## src/rtl/score_keeper.sv

```systemverilog
// score_keeper: game timer and count-down score for the maze game.
//
// Counts elapsed time in ticks while a game runs. score is SCORE_MAX - elapsed.
// The game ends on a win (WON) or when elapsed reaches SCORE_MAX (TIMEOUT).
// A hole either restarts the timer (HOLE_MODE 0) or adds HOLE_PENALTY (HOLE_MODE 1).
//
// Optional feature: define SCORE_BEST_EN to track the best winning score.
// Without it, best_score and new_best are tied to 0.
//
// Ports:
//   clk, reset          system clock; synchronous active-high reset
//   start               strobe: begin a new game (from IDLE, WON or TIMEOUT)
//   won_the_game        ball reached the goal (honoured only in RUN)
//   hit_a_hole          strobe: ball fell in a hole (honoured only in RUN)
//   pause               level: freeze the tick divider while high
//   score               SCORE_MAX - elapsed (combinational from the elapsed register)
//   elapsed             elapsed time units
//   state               0 IDLE, 1 RUN, 2 WON, 3 TIMEOUT (FSM debug/observation)
//   timeout             high while in TIMEOUT
//   done                one-cycle pulse on entering WON or TIMEOUT
//   best_score          best winning score so far
//   new_best            one-cycle pulse when best_score is updated
//
// Event handshake: start, won_the_game and hit_a_hole are sampled on each
// rising clk edge with no back-pressure. In RUN the priority within one cycle
// is won_the_game > hit_a_hole > tick.
module score_keeper #(
  parameter int CLK_FREQ     = 100000000,
  parameter int TICK_RATE    = 20,
  parameter int SCORE_W      = 16,
  parameter int SCORE_MAX    = 65000,
  parameter int STEP         = 2,
  parameter int HOLE_MODE    = 0,
  parameter int HOLE_PENALTY = 100
) (
  input  logic               clk,
  input  logic               reset,
  input  logic               start,
  input  logic               won_the_game,
  input  logic               hit_a_hole,
  input  logic               pause,
  output logic [SCORE_W-1:0] score,
  output logic [SCORE_W-1:0] elapsed,
  output logic [1:0]         state,
  output logic               timeout,
  output logic               done,
  output logic [SCORE_W-1:0] best_score,
  output logic               new_best
);

  localparam int TICK_DIV = CLK_FREQ / TICK_RATE;
  localparam int DIV_W    = $clog2(TICK_DIV);

  localparam logic [DIV_W-1:0]   DIV_LAST = DIV_W'(TICK_DIV - 1);
  localparam logic [SCORE_W-1:0] MAX_W    = SCORE_W'(SCORE_MAX);
  localparam logic [SCORE_W:0]   MAX_EXT  = (SCORE_W+1)'(SCORE_MAX);
  localparam logic [SCORE_W:0]   STEP_EXT = (SCORE_W+1)'(STEP);
  localparam logic [SCORE_W:0]   PEN_EXT  = (SCORE_W+1)'(HOLE_PENALTY);

  typedef enum logic [1:0] {
    S_IDLE    = 2'd0,
    S_RUN     = 2'd1,
    S_WON     = 2'd2,
    S_TIMEOUT = 2'd3
  } state_t;

  state_t             r_state, w_state_nxt;
  logic [SCORE_W-1:0] r_elapsed, w_elapsed_nxt;
  logic [DIV_W-1:0]   r_div, w_div_nxt;
  logic               r_done, r_timeout;
  logic               w_tick, w_inc, w_end_evt;
  logic [SCORE_W:0]   w_add, w_sum;

  // Next-state logic
  always_comb begin
    w_state_nxt   = r_state;
    w_elapsed_nxt = r_elapsed;
    w_div_nxt     = r_div;
    w_inc         = 1'b0;
    w_add         = '0;
    w_sum         = '0;
    w_tick        = (r_state == S_RUN) && !pause && (r_div == DIV_LAST);

    case (r_state)
      S_RUN: begin
        if (!pause) begin
          w_div_nxt = (r_div == DIV_LAST) ? '0 : r_div + 1'b1;
        end
        if (won_the_game) begin
          // Elapsed freezes; a coincident tick is dropped.
          w_state_nxt = S_WON;
        end else begin
          if (hit_a_hole) begin
            if (HOLE_MODE == 0) begin
              w_elapsed_nxt = '0;
              w_div_nxt     = '0;
            end else begin
              w_inc = 1'b1;
              w_add = PEN_EXT;
            end
          end else if (w_tick) begin
            w_inc = 1'b1;
            w_add = STEP_EXT;
          end
          // One extra bit so the sum can never wrap before the clamp.
          w_sum = {1'b0, r_elapsed} + w_add;
          if (w_inc) begin
            w_elapsed_nxt = (w_sum >= MAX_EXT) ? MAX_W : w_sum[SCORE_W-1:0];
          end
          if (w_elapsed_nxt == MAX_W) begin
            w_state_nxt = S_TIMEOUT;
          end
        end
      end
      default: begin
        // IDLE, WON and TIMEOUT all start a fresh game directly.
        if (start) begin
          w_state_nxt   = S_RUN;
          w_elapsed_nxt = '0;
          w_div_nxt     = '0;
        end
      end
    endcase

    w_end_evt = (r_state == S_RUN) &&
                ((w_state_nxt == S_WON) || (w_state_nxt == S_TIMEOUT));
  end

  // State register
  always_ff @(posedge clk) begin
    if (reset) begin
      r_state   <= S_IDLE;
      r_elapsed <= '0;
      r_div     <= '0;
      r_done    <= 1'b0;
      r_timeout <= 1'b0;
    end else begin
      r_state   <= w_state_nxt;
      r_elapsed <= w_elapsed_nxt;
      r_div     <= w_div_nxt;
      r_done    <= w_end_evt;
      r_timeout <= (w_state_nxt == S_TIMEOUT);
    end
  end

  assign score   = MAX_W - r_elapsed;
  assign elapsed = r_elapsed;
  assign state   = r_state;
  assign timeout = r_timeout;
  assign done    = r_done;

`ifdef SCORE_BEST_EN
  logic               w_win_evt;
  logic [SCORE_W-1:0] r_best;
  logic               r_new_best;

  // score is already frozen when the win is taken, so compare it directly.
  assign w_win_evt = (r_state == S_RUN) && (w_state_nxt == S_WON);

  always_ff @(posedge clk) begin
    if (reset) begin
      r_best     <= '0;
      r_new_best <= 1'b0;
    end else begin
      r_new_best <= 1'b0;
      if (w_win_evt && (score > r_best)) begin
        r_best     <= score;
        r_new_best <= 1'b1;
      end
    end
  end

  assign best_score = r_best;
  assign new_best   = r_new_best;
`else
  assign best_score = '0;
  assign new_best   = 1'b0;
`endif

endmodule

```

## config.mk

```make
export PLATFORM = sky130hd
export DESIGN_NAME = score_keeper
export DESIGN_NICKNAME = d
export VERILOG_FILES = /design/src/rtl/score_keeper.sv
export SDC_FILE = /design/constraint.sdc
export NUM_CORES = 1
export LEC_CHECK = 0
export ABC_AREA = 0
export BUFFER_PORTS_ARGS = -buffer_cell sky130_fd_sc_hd__clkbuf_2
export CAP_MARGIN = 20
export CORE_MARGIN = 2
export CORE_UTILIZATION = 47
export CTS_CLUSTER_DIAMETER = 100
export DETAILED_ROUTE_END_ITERATION = 7
export PLACE_DENSITY = 0.8
export SLEW_MARGIN = 20
export SYNTH_ARGS = -nofsm -noshare
export SYNTH_HDL_FRONTEND = slang
export SYNTH_SLANG_ARGS = --single-unit
```

## constraint.sdc

```tcl
create_clock -name clk -period 10.95 [get_ports clk]
set_input_delay 1.095 -clock clk [delete_from_list [all_inputs] [get_ports clk]]
set_output_delay 1.095 -clock clk [all_outputs]
set_load 0.01 [all_outputs]
```

==> impl_metrics.ini, run 1 <==
[global_routing]
grt_pass1_vias = 3043
antenna_found_initial = 0
grt_max_degree = 39
grt_pass1_wl_um = 14600
overflow = 0
groute.usage.overall_pct = 24.0

[run]
cap_viol_max_count = 0

[floorplan]
core_um2 = 6720
fp.dieW_um = 86.8
io-pin-count = 59
die_h_um = 86.8
num_rows = 30
start_util_pct = 48.0
fp.dieArea_um2 = 7540

[yosys]
muxShareOfSynthArea_pct = 0.311
synth-edff-count = 0
ys_warn_count = 0
synth_top_area_share_pct = 26.7
synth_commonest_cells = nor2_1, dfxtp_1, a21oi_1
avgSynthCellArea_um2 = 7.23
synth_ff_type = dfxtp_1
synth_top_family_by_area = simple AND/OR/NAND/NOR gates
synth.area.top_cells = dfxtp_1, a21oi_1, o21ai_0
ys_async_sr_fraction_pct = 0
synth_xor_area_share_pct = 4.62
ys_ff_latch = 43
synth_cell_types = 55
synth_most_common_cell = nor2_1
synth_compound_area_share_pct = 23.9
synthSimpleGateAreaFrac_pct = 33.2
synthAdderAreaFrac_pct = 1.55
syn_area_um2 = 3220
ys_seq_area_share_pct = 26.7
netlist_instances = 446
yosysTopAreaCell = dfxtp_1

[critical_path]
setup.worst_path.start_class = input pin
max_stage_delay_ns = 0.62
required_ns = 11.17
path_max_fanout = 12
cp_data_arrival_time_ns = 5.11
cp_cell_sequence = clkbuf_2 -> nand3b_1 -> nor4_1 -> nor3b_1 -> ha_1 -> nand3_1 -> or4_1 -> a2111oi_1 -> a311oi_1 -> or4_1 -> nand3_2 -> o21ai_0 -> a32o_1
cp_top_family = simple AND/OR/NAND/NOR gates
slowest_stage = or4_1
crit_buf_inv = 1
path_common_cell = or4_1
path_class = in2reg
endpoint_kind = register

[cts]
cts_buffers = 5
clock-root-buffer = clkbuf_8
worst_skew_pair.late_latency_ns = 0.32
cts_max_path_buffers = 2
cts_max_level = 2
post_cts_buffers = 0
path_clk_slew_ns = 0.10
cts_tree = done
cts.sinks = 43
cts_hold_buf = 0
cts_resized = 0

[power]
leakage_nw = 1.24
p_per_area_nw_per_um2 = 89.1
ir_drop_v = 0.0000672

[drt]
drt_iter0_markers = 286
dr.pass1.iters = 5
drc_errors = 0
wirelength_um = 8990
antenna_left = 0
wl_per_cell_um = 16.5
viasPerCell = 6.29
num_vias = 3413

[layout]
fillerInstances = 695
syn_to_final_growth_pct = 6.13
final_layout_size_suffix_gt1_share_pct = 11.7
multi_input_area_um2 = 2120
stdcell_count = 543
regArea_um2 = 861
diodes = 0
final_nets = 472

[placed_design]
placed_cells = 535
gp_congestion = 0.975
hpwl_um = 6360
portBuffers = 41

[timing]
tns_ns = 0
worstMarginPinSlew_ns = 0.918
finalHoldViolations = 0
whs_ns = 0.514
slew_headroom_pct = 38.7
rsz0062_at_grt = no
clock.fmax_mhz = 204
clock_skew_ns = 0.0157
period_needed_ns = 4.89
period_share_pct = 44.7
final_max_slew_viol_count = 0
finalSetupViolCount = 0

[run_status]
status = finished clean

[min_path]
min_path_type = reg2reg
registers in the layout, summed over array words and instances (netlist names):
name / flops
state: 2
elapsed: 16
r_div: 23
timeout: 1
done: 1
tightest hold or removal path, cell delays in order (launching register included):
cell and delay, ns:
dfxtp_1 0.34, o21ai_0 0.08, a21oi_1 0.06
final timing paths:
kind | end | depth (start not counted) | from | slack (ns)
hold reg to reg | r_div[22] | 2 | r_div[22] | 0.51
setup reg to reg | elapsed[4] | 13 | r_div[0] | 6.50
setup / recovery | elapsed[4] | 13 | pause | 6.06
hold / removal | r_div[22] | 2 | r_div[22] | 0.51
power by group:
part,internal (W),switching [W]
logic,0.00000666,0.0000226
clock network,0.0000577,0.0000599
registers,0.000157,0.000000760
metrics by stage:
stage,total power [W],cell area [µm²],setup WS [ns],util (%)
floorplan,0.000187,3280,6.69,-
detailed placement,0.000190,3320,5.77,49.4
CTS,0.000305,3420,6.06,50.9
global route,0.000315,3420,5.69,50.9
finish,0.000305,3420,6.06,50.9
global placement,0.000190,3320,5.88,49.4
cell type report:
type                            count  share of cell area (%)
Clock buffer                        8                    2.93
Inverter                           10                    1.10
Multi-Input combinational cell    361                    61.9
Sequential cell                    43                    25.2
Tap cell                           80                    2.93
Timing Repair Buffer               41                    6.00
cell families after synthesis:
family,after synthesis
simple gates,199
compound gates,123
buf+inv,58
flops,43
xor+xnor,17
fa+ha+maj,4
other cells,1
mux,1
per-layer routing:
metal	vias to the layer above	wire length (µm)	global-route usage [%]
met5	-	0	0
met1	1639	3820	29.2
li1	1629	-	-
met3	21	441	3.81
met4	0	252	9.66
met2	124	4470	42.0
layout by cell type (no fill, tap or decap), drive strengths merged, types with 3 or more instances in the layout:
cell type	synthesis	final
nor3b	6	6
clkbuf	19	49
inv	10	10
nand4	15	15
and2	5	5
xor2	7	7
a311oi	4	4
and4	4	4
nand2	36	36
a22oi	8	8
a211oi	10	10
and3	16	16
xnor2	10	10
or4	3	3
nand4b	4	4
dfxtp	43	43
ha	4	4
nor2	44	44
nor4	5	5
o21ai	34	34
nor3	14	14
and3b	3	3
nand3	17	17
nor2b	9	9
nand2b	7	7
nand3b	4	4
a21oi	38	38
conb	1	17
or3	4	4
a211o	3	3
a31oi	6	6
(Power assumes the default switching activity.)
==> inputs of run 2 (changes only) <==
Settings changed: PLACE_DENSITY 0.8 to 0.83.
Clock period 10.95 ns to 4.1 ns, I/O delays scaled along.
==> run 2 against run 1 <==
  * Cell area rose by 1.9%
  * Clock-buffer cell count fell by 2
  * Register-to-register slack got worse by 6.2 ns
  * Die area did not move
  * Flip-flop and latch count did not move
  * Total power rose to 2.5 times the previous value
  * Cell count rose by 1.8%
  * Clock power rose by 130%
  * Worst hold slack got worse by 0.10 ns
  * Critical path depth did not move
  * Routed wire length fell by 2.8%
==> impl_metrics.ini, run 2 (synthesis results as in run 1) <==
[critical_path]
rr_worst_depth = 13
endpoint_kind = register
path_class = reg2reg
path_max_fanout = 9
required_ns = 4.31
crit_buf_inv = 0
cp_data_arrival_time_ns = 3.99
max_stage_delay_ns = 0.51
slowest_stage = or4_4
path_common_cell = ha_1
cp_cell_sequence = ha_1 -> nand3b_1 -> nor4_2 -> nor3b_1 -> ha_1 -> nand3_1 -> or4_1 -> a2111oi_1 -> a311oi_1 -> or4_4 -> o221ai_2 -> nand4b_1 -> o32ai_1
cp_top_family = simple AND/OR/NAND/NOR gates
setup.worst_path.start_class = register
path_depth = 13

[floorplan]
die_h_um = 86.8
fp.dieW_um = 86.8
io-pin-count = 59
start_util_pct = 48.0
core_um2 = 6720
fp.dieArea_um2 = 7540
num_rows = 30

[layout]
diodes = 0
final_common_cell = nor2_1
final_layout_size_suffix_gt1_share_pct = 13.7
final_nets = 482
layout_common_cells = nor2_1, dfxtp_1, clkbuf_2, a21oi_1, nand2_1
syn_to_final_growth_pct = 8.15
largest_reg_flops = 23
largest-register = r_div

[cts]
cts_buffers = 5
cts_hold_buf = 0
cts.sinks = 43
cts_max_path_buffers = 2
cts_max_level = 2
path_clk_slew_ns = 0.08
cts_tree = done
clock-root-buffer = clkbuf_8
worst_skew_pair.late_latency_ns = 0.30

[drt]
num_vias = 3467
drc_errors = 0
wirelength_um = 8740
drt_iter0_markers = 310
antenna_left = 0
dr.pass1.iters = 8
viasPerCell = 6.27
wl_per_cell_um = 15.8

[placed_design]
hpwl_um = 6310
portBuffers = 41
gp_congestion = 1.04

[timing]
final_max_slew_viol_count = 0
period_needed_ns = 3.78
clock.fmax_mhz = 265
worstMarginPinSlew_ns = 0.797
rsz0062_at_grt = no
tns_ns = 0
period_share_pct = 92.2
finalHoldViolations = 0
finalSetupViolCount = 0
slew_headroom_pct = 46.9
clock_skew_ns = 0.00964

[global_routing]
groute.usage.overall_pct = 23.3
grt_pass1_wl_um = 14300
antenna_found_initial = 0
grt_max_degree = 39
grt_pass1_vias = 3051
overflow = 0

[min_path]
min_path_cells = 2
min_path_type = in2reg

[power]
ir_drop_v = 0.000154
p_per_area_nw_per_um2 = 222
leakage_nw = 1.28
design_power_total_w = 0.000774

[run]
cap_viol_max_count = 0

[run_status]
status = finished clean
==> run 2: cell count changes in the layout (fill, tap and decap cells not counted) <==
| cell | before | now |
|---|---|---|
| a211oi_1 | 9 | 10 |
| a211oi_2 | 1 | 0 |
| buf_4 | 0 | 10 |
| clkbuf_8 | 7 | 5 |
| clkinv_2 | 0 | 1 |
| clkinvlp_4 | 0 | 1 |
| nor4_1 | 5 | 4 |
| nor4_2 | 0 | 1 |
| or4_1 | 3 | 2 |
| or4_4 | 0 | 1 |
==> run 2: power breakdown <==
part	internal, W	switching [W]	leakage (nW)
combinational	0.0000194	0.0000597	0.891
sequential	0.000420	0.00000232	0.347
clock	0.000119	0.000153	0.0412
total	0.000558	0.000215	1.28
==> run 2: final timing paths <==
path                                  end         start  slack [ns]
worst max-delay path              timeout      r_div[0]        0.32
worst min-delay path             state[0]  won_the_game        0.41
worst max register to register    timeout      r_div[0]        0.32
worst min register to register  r_div[22]     r_div[22]        0.51
==> run 2: through the flow <==
step           setup slack (ns)  instance area [µm²]  std cells  utilization [%]  hold WS [ns]
6_report                  0.320                 3490        553             51.9         0.412
5_1_grt                 0.00329                 3490        553             51.9         0.418
4_1_cts                   0.130                 3480        553             51.7         0.402
3_5_place_dp             0.0700                 3390        545             50.5         0.500
3_3_place_gp              0.167                 3390        545             50.5         0.487
2_1_floorplan             0.508                 3280        462                -         0.462
==> run 2: layer usage <==
layer  track usage, %  part of all wire [%]  vias up
met1             28.7                    40     1598
met4             11.4                   3.7        0
met5                0                     0        -
met2             39.8                    49      181
li1                 -                     -     1653
met3             3.05                   7.3       35
==> run 2: final cells by class <==
| cell class | count | area [µm²] |
|---|---|---|
| well taps | 80 | 100 |
| inverters | 10 | 37.5 |
| flip-flops and latches | 43 | 861 |
| multi-input cells | 361 | 2120 |
| repair buffers | 51 | 280 |
| fillers | 660 | 3230 |
| clock inverters | 2 | 12.5 |
| clock buffers | 6 | 72.6 |
==> run 2: timing repair <==
action / CTS / global route
buffers inserted: 0 / 0
gates resized for setup: 0 / 2
setup endpoints to repair: 0 / 13
==> run 2: worst reg2reg max path: cells and delay by family, from the launching register on <==
kind / cells / cell delay [ns]
adders and majority gates: 2 / 0.46
AOI/OAI and AO/OA: 4 / 0.93
and+or+nand+nor: 7 / 1.94
DFF: 1 / 0.38
==> inputs of run 3 (changes only) <==
Settings changed: ABC_AREA 0 to 1, CORE_UTILIZATION 47 to 51, PLACE_DENSITY 0.83 to 0.88.
==> run 3 against run 2 <==
  * Register-to-register slack improved by 0.20 ns
  * Clock power rose by 29%
  * Worst hold slack improved by 0.030 ns
  * Critical path depth rose by 8
  * Sequential power barely moved
  * Non-clock buffer count fell by 8
  * Cell area rose by 4.5%
  * Fmax rose by 5.6%
  * Synthesized area rose by 4.8%
  * Cell count rose by 19%
  * First-iteration DRC count fell by 8.4%
  * Critical path type unchanged
==> impl_metrics.ini, run 3 <==
[layout]
fillerInstances = 637
layout_common_cells = nand2_1, nor2_1, inv_1, nand3_1, dfxtp_1
stdcell_count = 660
final_layout_size_suffix_gt1_share_pct = 12.2
fin_util_pct = 57.0
syn_to_final_growth_pct = 7.82
final_common_cell = nand2_1
largest-register = r_div
stdcell_area_um2 = 3640
multi_input_area_um2 = 2120
regArea_um2 = 861
diodes = 0
final_nets = 592
largest_reg_flops = 23

[run]
cap_viol_max_count = 0

[critical_path]
cp-endpoint = done
path_max_fanout = 15
cp_data_arrival_time_ns = 3.83
required_ns = 4.35
endpoint_kind = register
setup.worst_path.start_class = register
rr_worst_depth = 21
cp-startpoint = r_div[8]
reg2reg_slack_ns = 0.52
path_class = reg2reg
crit-reg2reg-launch = r_div[8]
r2r-end = done

[drt]
dr.pass1.iters = 5
wl_met1_um = 3610
viasPerCell = 5.66
antenna_left = 0
num_vias = 3737
route.met2.wl_um = 4150
wirelength_um = 8740
highest_layer = met4
drc_errors = 0
route.met3.wl_um = 644
drt_iter0_markers = 284
wl_per_cell_um = 13.2

[run_status]
status = finished clean

[yosys]
yosysTopAreaCell = dfxtp_1
ys_warn_count = 0
synth_ff_type = dfxtp_1
avgSynthCellArea_um2 = 6.08
synth_most_common_cell = nand2_1
syn_area_um2 = 3380
ys_ff_latch = 43
synth_top_area_share_pct = 25.5
synth-edff-count = 0
synth_cell_types = 39
synth.area.top_cells = dfxtp_1, nand2_1, nand3_1
netlist_instances = 555
synth_commonest_cells = nand2_1, nor2_1, inv_1
ys_async_sr_fraction_pct = 0
ys_seq_area_share_pct = 25.5

[cts]
post_cts_buffers = 0
cts_hold_buf = 0
clock-root-buffer = clkbuf_8
cts_max_path_buffers = 2
cts_buffers = 5
cts_tree = done
cts.sinks = 43
cts_max_level = 2
worst_skew_pair.late_latency_ns = 0.31
path_clk_slew_ns = 0.09
cts_resized = 0

[floorplan]
die_h_um = 85.4
start_util_pct = 52.9
core_um2 = 6390
num_rows = 29
io-pin-count = 59
fp.dieArea_um2 = 7290
fp.dieW_um = 85.4

[timing]
final_max_slew_viol_count = 0
period_share_pct = 87.3
clock_skew_ns = 0.00934
clock.fmax_mhz = 279
finalHoldViolations = 0
finalSetupViolCount = 0
rsz0062_at_grt = no
tns_ns = 0
fin_ws_ns = 0.521
slew_headroom_pct = 32.8
worstMarginPinSlew_ns = 1.00
period_needed_ns = 3.58

[global_routing]
grt_pass1_vias = 3376
overflow = 0
antenna_found_initial = 0
grt_max_degree = 32
groute.usage.overall_pct = 24.4
grt_pass1_wl_um = 14700

[power]
p_per_area_nw_per_um2 = 234
ir_drop_v = 0.000159
leakage_nw = 1.40

[placed_design]
gp_congestion = 0.956
place_area_um2 = 3520
place_ws_ns = 0.677
portBuffers = 41
hpwl_um = 6330
placed_cells = 652

[min_path]
min_path_type = in2reg
run 3: changes by cell type in the layout (fill, tap and decap cells not counted), moves of 9 or more:
cell | previous run | this run
nor2_1 | 44 | 72
xor2_1 | 7 | 18
a211oi_1 | 10 | 1
inv_1 | 10 | 59
nand3_1 | 16 | 58
and3_1 | 16 | 2
nand2_1 | 36 | 133
nor2b_1 | 9 | 0
run 3: report_power, final:
| part | total (W) | leakage, nW | internal (W) | switching (W) |
|---|---|---|---|---|
| combinational | 0.0000747 | 0.989 | 0.0000140 | 0.0000606 |
| clock | 0.000353 | 0.0612 | 0.000197 | 0.000156 |
| sequential | 0.000422 | 0.347 | 0.000420 | 0.00000184 |
| total | 0.000850 | 1.40 | 0.000632 | 0.000219 |
run 3: through the flow:
step                      hold WS [ns]  power (W)
after global placement           0.470   0.000503
after floorplan                  0.458   0.000493
final                            0.442   0.000850
after global routing             0.465   0.000887
after CTS                        0.442   0.000858
after detailed placement         0.481   0.000505
run 3: worst min-delay path by stage:
stage,depth (start not counted),slack (ns),from,end
6_report,3,0.44,start,state[0]
2_1_floorplan,2,0.46,r_div[1],r_div[1]
4_1_cts,3,0.44,start,state[0]
5_1_grt,3,0.47,start,state[0]
3_3_place_gp,2,0.47,r_div[1],r_div[1]
3_5_place_dp,2,0.48,r_div[1],r_div[1]
run 3: worst max-delay path: stages, from the launching register on:
cell	delay [ns]
dfxtp_1	0.40
nand2_1	0.14
nor4_1	0.32
nand4_1	0.25
nor3_1	0.26
ha_1	0.27
nand2_4	0.10
nor2_8	0.20
nand3_2	0.14
o21ai_2	0.16
nand2_2	0.09
nor2_4	0.13
nand3_4	0.18
nand3_1	0.14
nand2_1	0.06
nor2_1	0.16
nand2_1	0.08
nor2_1	0.12
nand2_1	0.07
nand2_2	0.07
nand3_2	0.08
nor2_2	0.09
run 3: metal layers:
layer	vias to the layer above	track usage (%)
met5	-	0
met2	173	41.8
met3	40	3.89
met1	1700	29.6
li1	1824	-
met4	0	11.8
run 3: final cells by class:
class,instances,share of cell area [%]
clock inverter,2,0.962
clock buffer,6,2.27
sequential,43,23.6
tap,77,2.65
multi-input combinational,428,58.1
timing repair buffer,43,6.05
inverter,61,6.29
run 3: cells by family after synthesis:
kind of cell,count (synthesis),share of synthesized area [%]
xor+xnor,20,5.19
other cells,1,0.111
buf+inv,100,13.8
fa+ha+maj,4,1.48
compound gates,83,13.9
flops,43,25.5
simple gates,304,40.1
